==> src/rtl/pipe_pkg.sv <==
// Shared types and constants for the pipeline hazard controller.
package pipe_pkg;

  typedef enum logic [1:0] {
    RUN      = 2'd0,
    MEM_WAIT = 2'd1,
    ERROR    = 2'd2
  } state_e;

  localparam logic [1:0] FWD_RF      = 2'b00;
  localparam logic [1:0] FWD_EXE     = 2'b01;
  localparam logic [1:0] FWD_MEM_ALU = 2'b10;
  localparam logic [1:0] FWD_MEM_LD  = 2'b11;

  localparam logic [4:0] REG_ZERO = 5'd0;

endpackage

==> src/rtl/fwd_sel.sv <==
// Operand forwarding select for one ID-stage source register.
module fwd_sel
  import pipe_pkg::*;
(
  input  logic [4:0] src_i,
  input  logic       exe_wreg_i,
  input  logic       exe_m2reg_i,
  input  logic [4:0] exe_rn_i,
  input  logic       mem_wreg_i,
  input  logic       mem_m2reg_i,
  input  logic [4:0] mem_rn_i,
  output logic [1:0] sel_o
);

  // A load still in EXE has no data yet; it is covered by the load-use stall instead.
  always_comb begin
    sel_o = FWD_RF;
    if (src_i != REG_ZERO) begin
      if (exe_wreg_i && !exe_m2reg_i && (exe_rn_i == src_i)) begin
        sel_o = FWD_EXE;
      end else if (mem_wreg_i && (mem_rn_i == src_i)) begin
        sel_o = mem_m2reg_i ? FWD_MEM_LD : FWD_MEM_ALU;
      end
    end
  end

endmodule

==> src/rtl/pipe_hazard_ctrl.sv <==
// Stall/flush/forwarding controller for the 5-stage pipeline, including the
// data-memory wait sequencer with timeout and a saturating stall counter.
module pipe_hazard_ctrl
  import pipe_pkg::*;
#(
  parameter int WAIT_MAX = 16,
  parameter int CNT_W    = 16
) (
  input  logic             clk,
  input  logic             clr,
  input  logic [4:0]       id_rs,
  input  logic [4:0]       id_rt,
  input  logic             id_use_rs,
  input  logic             id_use_rt,
  input  logic             id_branch_taken,
  input  logic [4:0]       exe_rn,
  input  logic [4:0]       mem_rn,
  input  logic             exe_wreg,
  input  logic             exe_m2reg,
  input  logic             mem_wreg,
  input  logic             mem_m2reg,
  input  logic             mem_wmem,
  input  logic             dmem_ready,
  output logic             pc_en,
  output logic             if_id_en,
  output logic             id_exe_en,
  output logic             exe_mem_en,
  output logic             id_exe_bubble,
  output logic             mem_wb_bubble,
  output logic             if_id_flush,
  output logic             dmem_req,
  output logic [1:0]       fwd_a,
  output logic [1:0]       fwd_b,
  output logic             mem_err,
  output logic [CNT_W-1:0] stall_cnt
);

  localparam int WCNT_W = $clog2(WAIT_MAX);
  localparam logic [WCNT_W-1:0] WAIT_LAST = WCNT_W'(WAIT_MAX - 1);

  state_e             state_q, state_d;
  logic [WCNT_W-1:0]  wait_cnt_q, wait_cnt_d;
  logic               mem_err_q, mem_err_d;
  logic [CNT_W-1:0]   stall_cnt_q, stall_cnt_d;

  logic       mem_acc, freeze, load_use;
  logic [1:0] sel_a, sel_b;

  fwd_sel u_fwd_rs (
    .src_i       (id_rs),
    .exe_wreg_i  (exe_wreg),
    .exe_m2reg_i (exe_m2reg),
    .exe_rn_i    (exe_rn),
    .mem_wreg_i  (mem_wreg),
    .mem_m2reg_i (mem_m2reg),
    .mem_rn_i    (mem_rn),
    .sel_o       (sel_a)
  );

  fwd_sel u_fwd_rt (
    .src_i       (id_rt),
    .exe_wreg_i  (exe_wreg),
    .exe_m2reg_i (exe_m2reg),
    .exe_rn_i    (exe_rn),
    .mem_wreg_i  (mem_wreg),
    .mem_m2reg_i (mem_m2reg),
    .mem_rn_i    (mem_rn),
    .sel_o       (sel_b)
  );

  assign mem_acc  = mem_m2reg | mem_wmem;
  assign freeze   = (state_q == ERROR) | (mem_acc & ~dmem_ready);
  assign load_use = exe_wreg & exe_m2reg & (exe_rn != REG_ZERO) &
                    ((id_use_rs & (exe_rn == id_rs)) | (id_use_rt & (exe_rn == id_rt)));

  always_comb begin
    pc_en         = 1'b1;
    if_id_en      = 1'b1;
    id_exe_en     = 1'b1;
    exe_mem_en    = 1'b1;
    id_exe_bubble = 1'b0;
    mem_wb_bubble = 1'b0;
    if_id_flush   = 1'b0;
    dmem_req      = 1'b0;
    fwd_a         = FWD_RF;
    fwd_b         = FWD_RF;
    if (clr) begin
      pc_en         = 1'b0;
      if_id_en      = 1'b0;
      id_exe_en     = 1'b0;
      exe_mem_en    = 1'b0;
      id_exe_bubble = 1'b1;
      mem_wb_bubble = 1'b1;
    end else begin
      dmem_req = mem_acc & (state_q != ERROR);
      fwd_a    = sel_a;
      fwd_b    = sel_b;
      if (freeze) begin
        pc_en         = 1'b0;
        if_id_en      = 1'b0;
        id_exe_en     = 1'b0;
        exe_mem_en    = 1'b0;
        mem_wb_bubble = 1'b1;
      end else if (load_use) begin
        pc_en         = 1'b0;
        if_id_en      = 1'b0;
        id_exe_bubble = 1'b1;
      end else begin
        if_id_flush = id_branch_taken;
      end
    end
  end

  always_comb begin
    state_d    = state_q;
    wait_cnt_d = wait_cnt_q;
    case (state_q)
      RUN: begin
        if (mem_acc && !dmem_ready) begin
          state_d    = MEM_WAIT;
          wait_cnt_d = WCNT_W'(1);
        end
      end
      MEM_WAIT: begin
        if (dmem_ready) begin
          state_d = RUN;
        end else if (wait_cnt_q == WAIT_LAST) begin
          state_d = ERROR;
        end else begin
          wait_cnt_d = wait_cnt_q + WCNT_W'(1);
        end
      end
      default: state_d = ERROR;
    endcase
    mem_err_d   = mem_err_q | (state_d == ERROR);
    stall_cnt_d = stall_cnt_q;
    if (!pc_en && (stall_cnt_q != {CNT_W{1'b1}})) begin
      stall_cnt_d = stall_cnt_q + CNT_W'(1);
    end
  end

  always_ff @(posedge clk) begin
    if (clr) begin
      state_q     <= RUN;
      wait_cnt_q  <= '0;
      mem_err_q   <= 1'b0;
      stall_cnt_q <= '0;
    end else begin
      state_q     <= state_d;
      wait_cnt_q  <= wait_cnt_d;
      mem_err_q   <= mem_err_d;
      stall_cnt_q <= stall_cnt_d;
    end
  end

  assign mem_err   = mem_err_q;
  assign stall_cnt = stall_cnt_q;

endmodule

==> config.mk <==
export PLATFORM = sky130hd
export DESIGN_NAME = pipe_hazard_ctrl
export DESIGN_NICKNAME = d
export VERILOG_FILES = /design/src/rtl/pipe_pkg.sv /design/src/rtl/fwd_sel.sv /design/src/rtl/pipe_hazard_ctrl.sv
export SDC_FILE = /design/constraint.sdc
export NUM_CORES = 1
export LEC_CHECK = 0
export BUFFER_PORTS_ARGS = -buffer_cell sky130_fd_sc_hd__buf_2
export CAP_MARGIN = 20
export CORE_MARGIN = 8
export CORE_UTILIZATION = 44
export CTS_CLUSTER_SIZE = 16
export DETAILED_ROUTE_END_ITERATION = 8
export MAX_ROUTING_LAYER = met4
export PLACE_DENSITY = 0.76
export SYNTH_ARGS = -nofsm -noshare
export SYNTH_HDL_FRONTEND = slang
export SYNTH_SLANG_ARGS = --single-unit
==> constraint.sdc <==
create_clock -name clk -period 2.5 [get_ports clk]
set_input_delay 0.625 -clock clk [delete_from_list [all_inputs] [get_ports clk]]
set_output_delay 0.625 -clock clk [all_outputs]
set_load 0.01 [all_outputs]
==> results.yml, run 1 <==
synthesis:
  synth_nets: 226
  synth_edf_count: 0
  netlist_instances: 193
  async_flop_share_pct: 0
  syn-cell-area_um2: 1629
  ys_ff_latch: 23
  yosys_most_used_dff: "dfxtp_1"
  synth_top_area_share_pct: 28.26
  synth.avg_cell_area_um2: 8.441
  yosysTopAreaCell: "dfxtp_1"
  synth_area_leaders: "dfxtp_1 (28%), xnor2_1 (7.5%), xor2_1 (4.3%)"
  yosysWarnings: 0
  ys_seq_area_share_pct: 28.26
  synth_cell_types: 52
die:
  ios: 60
  dieWidth_um: 76.85
  design.die.area_um2: 5905
  coreArea_um2: 3606
  fp.dieH_um: 76.85
  initial_utilization_pct: 45.18
  rows: 22
timing:
  period_needed_ns: 2.572
  finalWorstSetupSlack_ns: -0.07219
  fin_skew_ns: 0.003957
  tightestPinTransition_ns: 0.4354
  rsz0062_at_grt: "yes"
  tns_ns: -0.1591
  slew_viol_final: 0
  fin_crit_sh_pct: 102.9
  relSlewSlack_pct: 70.97
  setup_viol: 3
  max_freq_mhz: 388.8
  hold_violations: 0
grt:
  grt_use_total_pct: 15.07
  grt_pass1_wl_um: 7410
  grt-ovfl-total: 0
  antenna_found_initial: 0
  first_global_vias: 1664
  grt_max_degree: 27
cts:
  htree_levels: 1
  tritoncts: "built"
  clock_sinks: 23
  clockBufferDepth: 2
  cts_buffers: 3
  ctsRootBufferMaster: "clkbuf_8"
  clkLatencyLatePin_ns: 0.26
  clk_pin_slew_ns: 0.08
worst_setup_path:
  start_kind: "input port"
  crit_path_end_kind: "output port"
  r2r-end: "stall_cnt[6]"
  rrSetupSlack_ns: 0.47
  path_class: "in -> out"
  r2r_cells: 7
  arrival_ns: 1.95
  crit_required_ns: 1.88
  cp_max_fo: 4
  reg2reg_from: "stall_cnt[0]"
routing:
  first_pass_iters: 5
  finalWirelength_um: 4366
  drc: 0
  via_count: 1646
  wl_per_cell_um: 14.22
  viasPerCell: 5.362
  drtIter0Drc: 32
  ant_nets: 0
outcome:
  status: "finished with violations"
  violations: "negative setup slack"
worst_hold_path:
  hp-class: "reg -> reg"
  whs_path_depth: 2
  holdCritStartpoint: "mem_err"
  holdPathEnd: "mem_err"
cells_and_area:
  nets: 293
  drive_gt1_share_pct: 40.15
  syn2layout_area_growth_pct: 30.34
  finish.utilization_pct: 58.88
  stdcell_area_um2: 2123
  diodes: 0
place:
  hpwl_um: 3383
  place_area_um2: 1994
  numPortBuffers: 59
  place.gp.congestion: 0.8771
power_and_ir_drop:
  power_density_nw_per_um2: 376.8
  power_leakage_nw: 0.9192
  ir_worst_vdd_mv: 0.2194
flow_run:
  drv_cap: 0
[cell usage in the layout, fill, tap and decap left out, types with 2 or more instances in the layout]
cell / count
xor2_1: 8
and2_1: 4
nor3_1: 4
xnor2_2: 3
nand4b_1: 2
xnor2_1: 11
buf_4: 11
and4_1: 4
nand2_1: 8
or4_1: 3
a21oi_2: 6
dfxtp_1: 23
a21oi_1: 12
nor2_1: 12
ha_1: 2
clkbuf_8: 3
a22o_1: 2
or3_1: 5
nor4_1: 2
inv_1: 6
or3_2: 4
nand3_1: 7
and3_1: 7
nand4_1: 3
buf_6: 5
o21ai_1: 9
nor3b_2: 2
buf_2: 55
mux2_4: 2
nor2b_1: 6
o31ai_1: 3
[worst max path at each step]
stage                   start           to  slack [ns]  depth (start not counted)
floorplan           exe_rn[1]  if_id_flush       -0.09                          7
global placement    exe_rn[1]  if_id_flush       -0.14                          7
detailed placement  exe_rn[1]  if_id_flush       -0.14                          7
CTS                 exe_rn[3]  if_id_flush       -0.11                          7
global route        exe_rn[3]  if_id_flush       -0.12                          7
finish              exe_rn[3]  if_id_flush       -0.07                          7
[synth_stat cells, types with 5 or more instances]
| cell | instances |
|---|---|
| or3_1 | 5 |
| a21oi_2 | 6 |
| xnor2_1 | 14 |
| a21oi_1 | 12 |
| and2_1 | 5 |
| xor2_1 | 8 |
| nand3_1 | 8 |
| o21ai_1 | 9 |
| nand2_1 | 8 |
| and3_1 | 7 |
| nor2b_1 | 6 |
| dfxtp_1 | 23 |
| inv_1 | 6 |
| nor2_1 | 12 |
[kinds of logic (layout without fill, tap and decap cells)]
| logic type | count (synthesis) | count (layout) | share of synthesized area (%) |
|---|---|---|---|
| simple gates | 82 | 82 | 30.19 |
| compound gates | 46 | 46 | 20.35 |
| flops | 23 | 23 | 28.26 |
| xor+xnor | 22 | 22 | 11.83 |
| buf+inv | 16 | 82 | 5.990 |
| fa+ha+maj | 2 | 2 | 1.536 |
| mux | 2 | 2 | 1.843 |
[worst max-delay path, cell delays in order]
cell and delay [ns]:
buf_6 0.09, or4_4 0.52, o211ai_2 0.18, inv_2 0.07, a21oi_4 0.19, and2_4 0.17, buf_6 0.09
[routing by layer]
layer | vias up | GRT usage (%) | part of all wire (%)
met5 | - | - | 0
met4 | 0 | 5.962 | 1.5
met3 | 6 | 4.196 | 8.3
met2 | 60 | 24.38 | 45
met1 | 744 | 17.19 | 46
li1 | 836 | - | -
[cell type report]
cell class	count	area, um2
Multi-Input combinational cell	154	1117
Inverter	7	26.28
Fill cell	336	1483
Sequential cell	23	460.4
Clock buffer	4	45.04
Tap cell	48	60.06
Timing Repair Buffer	71	414.1
[timing repair]
| action | CTS | global route |
|---|---|---|
| setup buffers | 1 | 1 |
| pin swaps | 4 | 3 |
| hold buffers | 0 | 0 |
| gates resized for setup | 5 | 6 |
| endpoints found under the setup margin | 5 | 6 |
[per-stage QoR]
stage	instances	total power, mW	setup slack [ns]	hold WS (ns)
global placement	301	0.5572	-0.1433	0.4324
floorplan	193	0.4911	-0.09430	0.4659
detailed placement	301	0.5601	-0.1377	0.4368
finish	307	0.8000	-0.07219	0.4480
CTS	306	0.7988	-0.1149	0.4493
global route	307	0.8424	-0.1163	0.4812
[state kept, by name, summed over array words and instances, names as in the netlist]
| signal | count |
|---|---|
| wait_cnt_q | 4 |
| mem_err | 1 |
| stall_cnt | 16 |
| state_q | 2 |
[report_power, final]
group	internal [mW]	switching, mW
registers	0.373	0.00776
logic	0.0905	0.0982
clock network	0.114	0.117
No activity file was read; power rests on OpenSTA's default activity.
==> run 2: changes to the inputs <==
Settings changed: CORE_UTILIZATION 44 to 45, PLACE_DENSITY 0.76 to 0.77, SYNTH_HIERARCHICAL set to 1.
==> run 2 against run 1 <==
The flow still finishes with violations (negative setup slack). Power grew 6.9%. Area after synthesis grew 2.6%. First-iteration DRC count grew 120%. Via count grew 6.5%. Final cell count grew 7.8%. Register-to-register slack lost 0.04 ns. Sequential power is essentially flat. Clock power grew 3%. Fmax grew 0.82%. Largest power group unchanged. Highest routed layer unchanged.
==> results.yml, run 2 <==
timing:
  slew_viol_final: 0
  finalWorstSetupSlack_ns: -0.05135
  tns_ns: -0.1034
  tightestPinTransition_ns: 0.3173
  fin_skew_ns: 0.004001
  hold_slack_ns: 0.4579
  setup_viol: 5
  fin_crit_sh_pct: 102.1
  period_needed_ns: 2.551
  max_freq_mhz: 391.9
  relSlewSlack_pct: 78.58
  hold_violations: 0
  rsz0062_at_grt: "yes"
cells_and_area:
  multi_input_area_um2: 1237
  mostFrequentLayoutCells: "buf_2 (54), buf_4 (23), dfxtp_1 (23), xor2_1 (18), nor2_1 (14)"
  largest_register_ffs: 16
  diodes: 0
  final_common_cell: "buf_2"
  register_area_um2: 460.4
  nets: 317
  nFillCells: 298
  stdcell_area_um2: 2352
  drive_gt1_share_pct: 40.28
  syn2layout_area_growth_pct: 40.72
power_and_ir_drop:
  power_switching_uw: 252.5
  power_leakage_nw: 1.030
  p_total_uw: 855.1
  intPower_uw: 602.6
  p_comb_share_pct: 27.5
  clockPowerShare_pct: 27.9
  ir_worst_vdd_mv: 0.2780
  power_density_nw_per_um2: 363.5
  seq_power_share_pct: 44.7
  sw_frac_of_total_pct: 29.53
worst_setup_path:
  crit_buf_inv: 3
  cp_slowest_stage_delay_ns: 0.54
  cp-startpoint: "exe_rn[2]"
  crit_path_end_kind: "output port"
  crit_slowest_cell: "or4_4"
  r2r-end: "stall_cnt[15]"
  reg2reg_from: "stall_cnt[0]"
  crit_required_ns: 1.88
  arrival_ns: 1.93
  cp_max_fo: 4
  crit_chain: "buf_6, or4_4, o211ai_4, inv_2, a21oi_4, and2_1, buf_2"
  start_kind: "input port"
  cp_top_family: "simple AND/OR/NAND/NOR gates"
  rrSetupSlack_ns: 0.43
  r2r_cells: 8
  path_class: "in -> out"
cts:
  clkLatencyLatePin_ns: 0.27
  htree_levels: 1
  clock_sinks: 23
  tritoncts: "built"
  clk_pin_slew_ns: 0.09
  cts_buffers: 3
  clockBufferDepth: 2
  ctsRootBufferMaster: "clkbuf_8"
synthesis:
  synth.avg_cell_area_um2: 8.316
  synth_cell_types: 44
  yosys_most_used_dff: "dfxtp_1"
  synth_nets: 234
  ys_ff_latch: 23
  synth_edf_count: 0
  synth.most_common_cell: "dfxtp_1"
  async_flop_share_pct: 0
  synth_area_leaders: "dfxtp_1 (28%), xor2_1 (9.4%), xnor2_1 (8.4%)"
  yosysWarnings: 6
  yosysTopAreaCell: "dfxtp_1"
  syn-cell-area_um2: 1672
  netlist_instances: 201
  synth_commonest_cells: "dfxtp_1 (23), xor2_1 (18), xnor2_1 (16), nor2_1 (14), nand2_1 (11)"
  synth_top_area_share_pct: 27.54
  ys_seq_area_share_pct: 27.54
die:
  fp.dieH_um: 76.95
  initial_utilization_pct: 46.36
  design.die.area_um2: 5921
  coreArea_um2: 3606
  rows: 22
  dieWidth_um: 76.95
  ios: 60
flow_run:
  drv_cap: 0
routing:
  drtIter0Drc: 70
  finalWirelength_um: 4731
  drc: 0
  wl_per_cell_um: 14.29
  via_count: 1753
  ant_nets: 0
  viasPerCell: 5.296
  first_pass_iters: 4
outcome:
  violations: "negative setup slack"
  status: "finished with violations"
grt:
  antenna_found_initial: 0
  first_global_vias: 1687
  grt_max_degree: 24
  grt_use_total_pct: 15.03
  grt-ovfl-total: 0
  grt_pass1_wl_um: 7521
worst_hold_path:
  holdPathEnd: "mem_err"
  whs_path_depth: 1
  holdCritStartpoint: "mem_err"
  hp-class: "reg -> reg"
place:
  numPortBuffers: 59
  hpwl_um: 3631
  place_area_um2: 2146
  place.gp.congestion: 0.8324
  dp_slack_ns: -0.1184
## run 2: kinds of logic (layout without fill, tap and decap cells)
family | count (synthesis) | count (layout) | share of synthesized area, %
simple gates | 89 | 89 | 30.91
mux | 3 | 3 | 1.871
fa+ha+maj | 2 | 2 | 1.497
flops | 23 | 23 | 27.54
xor+xnor | 34 | 34 | 17.81
compound gates | 37 | 37 | 15.57
buf+inv | 13 | 95 | 4.791
## run 2: timing repair
item / in CTS / in global routing
pin swaps: 8 / 13
buffers inserted: 1 / 2
hold buffers: 0 / 0
setup endpoints to repair: 8 / 8
gates resized for setup: 12 / 14
## run 2: worst max path at each step
stage | endpoint | depth (start not counted)
6_report | if_id_flush | 7
2_1_floorplan | if_id_flush | 5
5_1_grt | fwd_a[1] | 7
4_1_cts | if_id_flush | 7
3_5_place_dp | if_id_flush | 7
3_3_place_gp | if_id_flush | 7
## run 2: layout make-up
type | instances | share of cell area, %
repair buffers | 84 | 22.18
clock inverters | 1 | 0.2128
clock buffers | 3 | 1.755
multi-input cells | 165 | 52.61
inverters | 7 | 1.117
flip-flops and latches | 23 | 19.57
well taps | 48 | 2.553
## run 2: power by group through the flow
stage	sequential, mW	combinational (mW)	clock (mW)
6_report	0.382	0.235	0.238
3_5_place_dp	0.390	0.201	0
4_1_cts	0.382	0.213	0.236
5_1_grt	0.383	0.255	0.254
2_1_floorplan	0.392	0.106	0
3_3_place_gp	0.390	0.198	0
## run 2: per-layer routing
layer	wire, um	global-route usage, %
met1	1978	16.12
met2	2526	27.44
met3	141	2.448
met4	85	4.615
met5	0	-
## run 2: through the flow
step / utilization, % / cells
floorplan: - / 201
global placement: 59.51 / 324
detailed placement: 59.51 / 324
CTS: 62.42 / 329
global route: 65.23 / 331
finish: 65.23 / 331
==> run 3: changes to the inputs <==
Settings changed: BUFFER_PORTS_ARGS -buffer_cell sky130_fd_sc_hd__buf_2 to unset, CORE_UTILIZATION 45 to 50, DONT_BUFFER_PORTS set to 1, SYNTH_HIERARCHICAL 1 to unset.
==> run 3 against run 2 <==
The flow now finishes without violations. Clock skew barely moved. Power fell by 22%. Fmax rose by 4.4%. Critical endpoint unchanged. Cell area fell by 29%. Largest cell class unchanged. Combinational power fell by 54%. Sequential power barely moved. Largest power group unchanged. Via count fell by 18%. Die area fell by 9.8%. Sequential cell count did not move.
==> results.yml, run 3 (synthesized netlist as in run 1, its figures left out) <==
outcome:
  status: "completed"
cells_and_area:
  diodes: 0
  largest_register_ffs: 16
  fin_cells: 235
  finish.utilization_pct: 54.59
  mostFrequentLayoutCells: "dfxtp_1 (23), xnor2_1 (14), nor2_1 (12), a21oi_1 (12), o21ai_1 (9)"
  syn2layout_area_growth_pct: 3.149
  drive_gt1_share_pct: 15.71
  nets: 225
  stdcell_area_um2: 1680
  final_common_cell: "dfxtp_1"
flow_run:
  drv_cap: 0
cts:
  clk_pin_slew_ns: 0.12
  postCtsSetupBuffers: 0
  clkLatencyLatePin_ns: 0.31
  cts_hold_buffers: 0
  cts_buffers: 3
  cts_resized: 0
  clockBufferDepth: 2
  tritoncts: "built"
  ctsRootBufferMaster: "clkbuf_4"
  htree_levels: 1
  clock_sinks: 23
routing:
  ant_nets: 0
  wl_per_cell_um: 17.14
  via_count: 1435
  drtIter0Drc: 21
  first_pass_iters: 4
  drc: 0
  finalWirelength_um: 4027
  viasPerCell: 6.106
grt:
  antenna_found_initial: 0
  globalRouteMet2Util_pct: 25.32
  grt.busiest_layer: "met2"
  grt_util_met1_pct: 15.60
  first_global_vias: 1387
  grt_pass1_wl_um: 6527
  grt_max_degree: 30
  grt-ovfl-total: 0
  grtUsageMet3_pct: 5.907
  grt_use_total_pct: 15.49
timing:
  fin_skew_ns: 0.004439
  hold_violations: 0
  tns_ns: 0
  max_freq_mhz: 409.2
  setup_viol: 0
  slew_viol_final: 0
  fin_crit_sh_pct: 97.74
  tightestPinTransition_ns: 0.4482
  rsz0062_at_grt: "no"
  relSlewSlack_pct: 70.12
  period_needed_ns: 2.444
power_and_ir_drop:
  power_density_nw_per_um2: 395.2
  ir_worst_vdd_mv: 0.2349
  p_total_uw: 664.2
  power_leakage_nw: 0.5744
worst_setup_path:
  crit_buf_inv: 1
  crit_path_end_kind: "output port"
  crit_required_ns: 1.88
  cp_top_family: "simple AND/OR/NAND/NOR gates"
  crit_chain: "or4_4, o211ai_2, inv_2, a21oi_4, and2_4"
  cp.depth: 5
  start_kind: "input port"
  arrival_ns: 1.82
  r2r_cells: 7
  path_class: "in -> out"
  cp_max_fo: 3
  cp_slowest_stage_delay_ns: 0.51
  crit_slowest_cell: "or4_4"
die:
  coreArea_um2: 3078
  dieWidth_um: 73.08
  initial_utilization_pct: 52.93
  fp.dieH_um: 73.08
  design.die.area_um2: 5341
  rows: 20
  ios: 60
place:
  place.gp.congestion: 0.9691
  dp_cells: 231
  hpwl_um: 3190
  numPortBuffers: 0
  place_area_um2: 1654
worst_hold_path:
  whs_path_depth: 1
  hp-class: "in -> reg"
## run 3: changes by cell type in the layout (fill, tap and decap cells not counted), sizes merged, moves of 3 or more
| cell | before | now |
|---|---|---|
| buf | 84 | 3 |
| o21ai | 7 | 10 |
| and4b | 3 | 0 |
| nand4 | 6 | 3 |
| nor2 | 16 | 12 |
| a21oi | 14 | 19 |
| xor2 | 18 | 8 |
| and3 | 0 | 7 |
| o21a | 4 | 1 |
| nor4 | 6 | 3 |
## run 3: area by class of cell
class                   count  area, um2
clock buffers               4      26.28
fillers                   301       1398
inverters                   7      26.28
multi-input cells         154       1077
flip-flops and latches     23      460.4
well taps                  44      55.05
repair buffers              3      35.03
## run 3: report_power, final
part	switching [mW]	total (mW)	leakage [nW]	internal (mW)
Combinational	0.0541	0.107	0.373	0.0524
Sequential	0.0106	0.384	0.186	0.374
Clock	0.111	0.173	0.0150	0.0624
Total	0.176	0.664	0.574	0.488
## run 3: metal layers
| layer | vias up | wire, um |
|---|---|---|
| li1 | 701 | - |
| met1 | 653 | 1553 |
| met5 | - | 0 |
| met2 | 70 | 1797 |
| met3 | 11 | 546 |
| met4 | 0 | 129 |
## run 3: worst paths after layout
kind | from | to | slack, ns
worst min-delay path | clr | stall_cnt[15] | 0.36
worst min register to register | mem_err | mem_err | 0.51
worst max-delay path | exe_rn[1] | if_id_flush | 0.06
worst max register to register | stall_cnt[0] | stall_cnt[6] | 0.38
## run 3: metrics by stage
| stage | worst slack [ns] | hold slack [ns] |
|---|---|---|
| after floorplan | -0.09430 | 0.4659 |
| after global placement | 0.03903 | 0.4787 |
| after detailed placement | 0.04850 | 0.4917 |
| after CTS | 0.03539 | 0.3519 |
| after global routing | 0.003464 | 0.3434 |
| final | 0.05638 | 0.3615 |
